[src/rtl/mem_port_arbiter.sv]
// Shares one single-port memory bus between fetch and load/store; one transaction outstanding.
// Grant is combinational in IDLE (response passes straight through); a held request waits on bus_gnt_i.
module mem_port_arbiter #(
  parameter int unsigned STARVE_LIMIT = 3,
  parameter int unsigned XLEN         = 32
) (
  input  logic            clk_i,
  input  logic            rst_i,
  input  logic            if_req_i,
  input  logic [XLEN-1:0] if_addr_i,
  input  logic            if_flush_i,
  output logic            if_gnt_o,
  output logic            if_rvalid_o,
  output logic [XLEN-1:0] if_rdata_o,
  input  logic            dm_req_i,
  input  logic            dm_we_i,
  input  logic [3:0]      dm_be_i,
  input  logic [XLEN-1:0] dm_addr_i,
  input  logic [XLEN-1:0] dm_wdata_i,
  output logic            dm_gnt_o,
  output logic            dm_rvalid_o,
  output logic [XLEN-1:0] dm_rdata_o,
  output logic            bus_req_o,
  output logic            bus_we_o,
  output logic [3:0]      bus_be_o,
  output logic [XLEN-1:0] bus_addr_o,
  output logic [XLEN-1:0] bus_wdata_o,
  input  logic            bus_gnt_i,
  input  logic            bus_rvalid_i,
  input  logic [XLEN-1:0] bus_rdata_i
);

  typedef enum logic [1:0] {IDLE = 2'd0, WAIT_I = 2'd1, WAIT_D = 2'd2} state_t;

  localparam logic [3:0] LIMIT = 4'(STARVE_LIMIT);

  state_t     state, state_nxt;
  logic [3:0] starve_cnt, starve_nxt;
  logic       discard, discard_nxt;
  logic       sel_d, sel_i;

  always_ff @(posedge clk_i) begin
    if (rst_i) begin
      state      <= IDLE;
      starve_cnt <= 4'd0;
      discard    <= 1'b0;
    end else begin
      state      <= state_nxt;
      starve_cnt <= starve_nxt;
      discard    <= discard_nxt;
    end
  end

  always_comb begin
    state_nxt   = state;
    starve_nxt  = starve_cnt;
    discard_nxt = discard;
    sel_d       = 1'b0;
    sel_i       = 1'b0;
    if_gnt_o    = 1'b0;
    if_rvalid_o = 1'b0;
    if_rdata_o  = '0;
    dm_gnt_o    = 1'b0;
    dm_rvalid_o = 1'b0;
    dm_rdata_o  = '0;
    bus_req_o   = 1'b0;
    bus_we_o    = 1'b0;
    bus_be_o    = 4'h0;
    bus_addr_o  = '0;
    bus_wdata_o = '0;

    case (state)
      IDLE: begin
        sel_d     = dm_req_i & (~if_req_i | (starve_cnt < LIMIT));
        sel_i     = if_req_i & ~sel_d;
        bus_req_o = sel_d | sel_i;
        if (sel_d) begin
          bus_we_o    = dm_we_i;
          bus_be_o    = dm_be_i;
          bus_addr_o  = dm_addr_i;
          bus_wdata_o = dm_wdata_i;
        end else if (sel_i) begin
          bus_be_o   = 4'hF;
          bus_addr_o = if_addr_i;
        end
        if_gnt_o = sel_i & bus_gnt_i;
        dm_gnt_o = sel_d & bus_gnt_i;
        if (dm_gnt_o) state_nxt = WAIT_D;
        if (if_gnt_o) state_nxt = WAIT_I;
        // A flush in the grant cycle already makes the coming response stale.
        discard_nxt = if_gnt_o & if_flush_i;
      end
      WAIT_I: begin
        if (bus_rvalid_i) begin
          if_rvalid_o = ~discard & ~if_flush_i;
          if_rdata_o  = if_rvalid_o ? bus_rdata_i : '0;
          state_nxt   = IDLE;
          discard_nxt = 1'b0;
        end else begin
          discard_nxt = discard | if_flush_i;
        end
      end
      WAIT_D: begin
        if (bus_rvalid_i) begin
          dm_rvalid_o = 1'b1;
          dm_rdata_o  = bus_rdata_i;
          state_nxt   = IDLE;
        end
      end
      default: state_nxt = IDLE;
    endcase

    if (~if_req_i | if_gnt_o) begin
      starve_nxt = 4'd0;
    end else if (dm_gnt_o && (starve_cnt < LIMIT)) begin
      starve_nxt = starve_cnt + 4'd1;
    end

    // Outputs stay quiet for the whole reset cycle, whatever the requesters do.
    if (rst_i) begin
      if_gnt_o    = 1'b0;
      if_rvalid_o = 1'b0;
      if_rdata_o  = '0;
      dm_gnt_o    = 1'b0;
      dm_rvalid_o = 1'b0;
      dm_rdata_o  = '0;
      bus_req_o   = 1'b0;
      bus_we_o    = 1'b0;
      bus_be_o    = 4'h0;
      bus_addr_o  = '0;
      bus_wdata_o = '0;
    end
  end

endmodule

[config.mk]
export PLATFORM = sky130hd
export DESIGN_NAME = mem_port_arbiter
export DESIGN_NICKNAME = d
export VERILOG_FILES = /design/src/rtl/mem_port_arbiter.sv
export SDC_FILE = /design/constraint.sdc
export NUM_CORES = 1
export LEC_CHECK = 0
export ABC_CLOCK_PERIOD_IN_PS = 2300
export CORE_AREA = 5 5 106 108
export CTS_CLUSTER_DIAMETER = 150
export DETAILED_ROUTE_END_ITERATION = 6
export DIE_AREA = 0 0 111 113
export DONT_BUFFER_PORTS = 1
export PLACE_DENSITY = 0.32
export SLEW_MARGIN = 20
export SYNTH_ARGS = -nofsm -noshare
export SYNTH_HDL_FRONTEND = slang
export SYNTH_SLANG_ARGS = --single-unit
[constraint.sdc]
create_clock -name clk_i -period 2.3 [get_ports clk_i]
set_input_delay 0.23 -clock clk_i [delete_from_list [all_inputs] [get_ports clk_i]]
set_output_delay 0.23 -clock clk_i [all_outputs]
set_load 0.03 [all_outputs]
==> impl_metrics.py, run 1 <==
metrics = {
    "critical_path": {
        "slowest_stage": "or4b_4",
        "cp-start-kind": "register",
        "cp-startpoint": "starve_cnt[0]",
        "cp_common_cell": "buf_4",
        "reg2reg_slack_ns": 0.50,
        "r2r_cells": 4,
        "crit_buf_inv": 2,
        "worstSetupEndpoint": "bus_addr_o[20]",
        "critPathRequiredTime_ns": 2.07,
        "crit_fanout": 11,
        "slowest_delay_ns": 0.59,
        "reg2reg_to": "state[0]",
        "worst-path-stages": 6,
        "r2r-start": "starve_cnt[0]",
        "critPathCaptureType": "output port",
        "path_class": "register to output port",
        "cpLargestDelayFamily": "simple AND/OR/NAND/NOR gates",
        "crit_chain": "ha_1, or4b_4, buf_4, nand3_1, a21oi_1, buf_4",
        "cp.arrival_ns": 1.96,
    },
    "logic_synthesis": {
        "ys_top_cells_by_count": "99 x and2_1, 69 x nand3_1, 39 x a21oi_1",
        "yosysTopAreaCellShare": 0.363,
        "ys_top_cells_by_area": "and2_1 36%, nand3_1 20%, a21oi_1 11%, dfxtp_1 8.2%, clkbuf_1 4.4%",
        "synth_most_common_cell": "and2_1",
        "yosys.area.top_type": "and2_1",
        "synth_cells": 285,
        "synth_seq_cells": 7,
        "synthDistinctLibCells": 30,
        "yosys_warnings": 0,
        "seq_area_frac_synth": 0.0821,
        "synth_nets": 429,
        "synth_area_per_cell_um2": 5.99,
        "ys.flop_type": "dfxtp_1",
        "syn_area_um2": 1710,
        "synth_edf_count": 0,
        "synthArstFlopShare": 0,
    },
    "floorplan": {
        "io_pins": 278,
        "die_height_um": 113,
        "start_util": 0.168,
        "fp.dieW_um": 111,
        "num_rows": 37,
        "dieArea_um2": 12500,
        "core_um2": 10100,
    },
    "placement": {
        "gp_congestion": 0.777,
        "dp_hpwl_um": 7270,
        "portBuffers": 0,
    },
    "clocking": {
        "cts.sinks": 7,
        "cts_buffers": 3,
        "cts_hold_buf": 0,
        "htreeDepth": 1,
        "clock_latency_ns": 0.23,
        "root_buffer": "clkbuf_8",
        "path_clk_slew_ns": 0.04,
        "cts_tree": "done",
        "cts.path.max_buffers": 2,
    },
    "routing": {
        "viasPerCell": 4.83,
        "ant_nets": 0,
        "wirelength_um": 8890,
        "wire_per_inst_um": 18.6,
        "dr.first_iter.drc_count": 93,
        "first_pass_iters": 4,
        "vias": 2312,
        "drc_errors": 0,
    },
    "sta": {
        "rsz0062_at_grt": "no",
        "setup_violations": 0,
        "slew_headroom": 0.721,
        "clock-skew-final_ns": 0.00171,
        "fin_crit_sh": 0.950,
        "finalSetupTns_ns": 0,
        "worst_slew_pin_slew_ns": 0.418,
        "layout_min_cycle_time_ns": 2.19,
        "hold_violations": 0,
        "slew_viol_final": 0,
        "max_clock_freq_mhz": 458,
    },
    "cells_and_area": {
        "fillers": 1131,
        "antenna_cells": 0,
        "fin_nets": 488,
        "drive_gt1_frac": 0.265,
        "areaGrowthSynthToFinish_pct": 46.5,
    },
    "global_route": {
        "overflow": 0,
        "grt_max_degree": 44,
        "grt_pass1_wl_um": 12700,
        "grt_usage": 0.124,
        "grt_pass1_vias": 2301,
        "antenna_found_initial": 0,
    },
    "run": {
        "drv_cap": 0,
    },
    "worst_hold_path": {
        "hp-class": "input pin to register",
    },
    "power_and_ir_drop": {
        "clkPwrFrac": 0.226,
        "finalPower_uw": 788,
        "p_sw_uw": 373,
        "switching_share": 0.473,
        "powerDensity_nw_per_um2": 315,
        "combPwrFrac": 0.610,
        "power_frac_seq": 0.164,
        "ir_drop_mv": 0.0993,
        "intPower_uw": 415,
        "leakagePower_uw": 0.00112,
    },
    "outcome": {
        "status": "completed",
    },
}
## sequential cells by signal, summed over array words and instances, names as in the netlist
| signal | count |
|---|---|
| starve_cnt | 4 |
| discard | 1 |
| state | 2 |
## cells by family after synthesis
kind of cell / after synthesis / share of synthesized area
and+or+nand+nor: 192 / 0.652
AOI/OAI and AO/OA: 48 / 0.158
DFF: 7 / 0.0820
buffers and inverters: 34 / 0.0784
adders and majority gates: 4 / 0.0293
## cells in the final DEF (no fill, tap or decap), types with 4 or more instances in the layout
cell and count:
and2_1 99, a21oi_1 39, nand3_1 69, inv_1 4, buf_4 80, nor2_1 4
dfxtp_1 7, nand2_1 5, ha_1 4, buf_12 4
## power groups by stage
stage	clock network, µW	registers, µW	logic, µW
2_1_floorplan	0	130	347
3_3_place_gp	0	131	484
3_5_place_dp	0	131	483
4_1_cts	182	129	485
5_1_grt	190	129	516
6_report	178	129	481
## worst min path at each step
stage,slack (ns),depth (start not counted),to,from
2_1_floorplan,0.31,1,discard,rst_i
5_1_grt,0.07,1,discard,rst_i
4_1_cts,0.07,1,discard,rst_i
3_5_place_dp,0.31,1,discard,rst_i
3_3_place_gp,0.31,1,discard,rst_i
6_report,0.08,1,discard,rst_i
## area by class of cell
type	instances	area, µm²	share of cell area
sequential	7	140	0.0560
inverter	4	15.0	0.00600
timing repair buffer	84	681	0.272
tap	136	170	0.0680
clock buffer	4	45.0	0.0180
multi-input combinational	244	1450	0.580
## through the flow
stage,util,setup WS [ns],cells,area (µm²),hold WS (ns)
detailed placement,0.242,0.218,475,2450,0.313
finish,0.247,0.114,479,2500,0.0793
global route,0.247,0.00839,479,2500,0.0702
global placement,0.242,0.262,475,2450,0.314
CTS,0.247,0.119,479,2500,0.0716
floorplan,-,0.274,285,1710,0.308
## metal layers
metal  GRT usage  share of wire  up-vias
li1            -              -     1083
met1       0.137           0.36     1037
met2       0.235           0.53      187
met3      0.0401           0.11        5
met4      0.0222         0.0066        0
met5           0              0        -
## timing repair
action / 4_1_cts / 5_1_grt
endpoints found under the setup margin: 28 / 0
resized for setup: 1 / 0
buffers inserted: 0 / 0
(Power assumes the default switching activity.)
==> inputs of run 2 (changes only) <==
--- a/constraint.sdc
+++ b/constraint.sdc
@@ -3,2 +3,2 @@
 set_output_delay 0.23 -clock clk_i [all_outputs]
-set_load 0.03 [all_outputs]
+set_load 0.01 [all_outputs]
==> impl_metrics.py, run 2 (synthesis results as in run 1) <==
metrics = {
    "routing": {
        "first_pass_iters": 4,
        "vias": 2052,
        "drc_errors": 0,
        "dr.first_iter.drc_count": 102,
        "wire_per_inst_um": 20.4,
        "ant_nets": 0,
        "wirelength_um": 8190,
        "viasPerCell": 5.10,
    },
    "sta": {
        "max_clock_freq_mhz": 469,
        "finalSetupTns_ns": 0,
        "fin_crit_sh": 0.927,
        "worst_slew_pin_slew_ns": 0.853,
        "rsz0062_at_grt": "no",
        "clock-skew-final_ns": 0.00263,
        "setup_violations": 0,
        "fin_ws_ns": 0.167,
        "slew_headroom": 0.431,
        "layout_min_cycle_time_ns": 2.13,
        "slew_viol_final": 0,
        "hold_violations": 0,
    },
    "clocking": {
        "cts_buffers": 3,
        "path_clk_slew_ns": 0.04,
        "post_cts_resized": 0,
        "root_buffer": "clkbuf_8",
        "cts_hold_buf": 0,
        "cts.path.max_buffers": 2,
        "cts_tree": "done",
        "htreeDepth": 1,
        "cts.sinks": 7,
        "post_cts_buffers": 0,
        "clock_latency_ns": 0.23,
    },
    "cells_and_area": {
        "fin_nets": 411,
        "antenna_cells": 0,
        "reg_top3": "starve_cnt: 4 flops, state: 2 flops, discard: 1 flops",
        "largest_register_ffs": 4,
        "drive_gt1_frac": 0.0489,
        "final_common_cell": "and2_1",
        "top_register": "starve_cnt",
        "final_cell_mix": "99 x and2_1, 69 x nand3_1, 39 x a21oi_1, 7 x dfxtp_1, 6 x buf_4",
        "areaGrowthSynthToFinish_pct": 10.3,
    },
    "worst_hold_path": {
        "hold_end": "discard",
        "hp-class": "input pin to register",
        "hp-start": "rst_i",
        "whs_path_depth": 1,
    },
    "placement": {
        "dp_hpwl_um": 6820,
        "gp_congestion": 0.736,
        "portBuffers": 0,
        "dp_slack_ns": 0.401,
    },
    "global_route": {
        "grt_max_degree": 44,
        "grt_pass1_vias": 2137,
        "grt_pass1_wl_um": 12000,
        "overflow": 0,
        "antenna_found_initial": 0,
        "grt_usage": 0.117,
    },
    "floorplan": {
        "dieArea_um2": 12500,
        "start_util": 0.168,
        "core_um2": 10100,
        "io_pins": 278,
        "num_rows": 37,
        "fp.dieW_um": 111,
        "die_height_um": 113,
    },
    "critical_path": {
        "cp-start-kind": "register",
        "slowest_delay_ns": 0.53,
        "cp.arrival_ns": 1.90,
        "r2r-start": "starve_cnt[0]",
        "crit_fanout": 19,
        "critPathCaptureType": "output port",
        "reg2reg_to": "starve_cnt[0]",
        "critPathRequiredTime_ns": 2.07,
        "r2r_cells": 5,
        "path_class": "register to output port",
        "worst-path-stages": 5,
        "crit_chain": "ha_1, or4b_1, buf_4, nand2_1, a21oi_1",
        "slowest_stage": "or4b_1",
        "crit_buf_inv": 1,
        "cpLargestDelayFamily": "simple AND/OR/NAND/NOR gates",
        "reg2reg_slack_ns": 0.42,
    },
    "power_and_ir_drop": {
        "ir_drop_mv": 0.120,
        "powerDensity_nw_per_um2": 289,
        "leakagePower_uw": 0.000703,
    },
    "run": {
        "drv_cap": 0,
    },
    "outcome": {
        "status": "completed",
    },
}
## run 2: cell type report
cell class              count  area (µm²)
well taps                 136         170
fillers                  1189        8260
clock buffers               4        45.0
inverters                   4        15.0
flip-flops and latches      7         140
multi-input cells         244        1450
repair buffers              7        65.1
## run 2: report_power, final
part | switching (µW) | total (µW) | internal, µW
clock network | 58.3 | 179 | 120
registers | 2.62 | 129 | 126
logic | 160 | 237 | 76.8
total | 221 | 544 | 323
## run 2: per-stage QoR
step	instance area, µm²	std cells	utilization	power, µW	hold slack, ns
2_1_floorplan	1710	285	-	345	0.308
3_3_place_gp	1840	398	0.181	372	0.319
3_5_place_dp	1840	398	0.181	370	0.319
4_1_cts	1880	402	0.186	556	0.0715
5_1_grt	1880	402	0.186	588	0.0705
6_report	1880	402	0.186	544	0.0778
## run 2: how the worst max path moves through the flow
stage,from,to
detailed placement,starve_cnt[0],bus_be_o[3]
global route,state[0],dm_rdata_o[7]
finish,starve_cnt[0],bus_be_o[3]
global placement,starve_cnt[0],bus_be_o[0]
CTS,starve_cnt[0],bus_be_o[3]
floorplan,starve_cnt[0],bus_addr_o[23]
## run 2: layer usage
metal,part of all wire,vias to the layer above,track usage
met4,0.014,0,0.0255
met5,0,-,0
met2,0.53,191,0.218
li1,-,931,-
met1,0.36,924,0.134
met3,0.099,6,0.0316
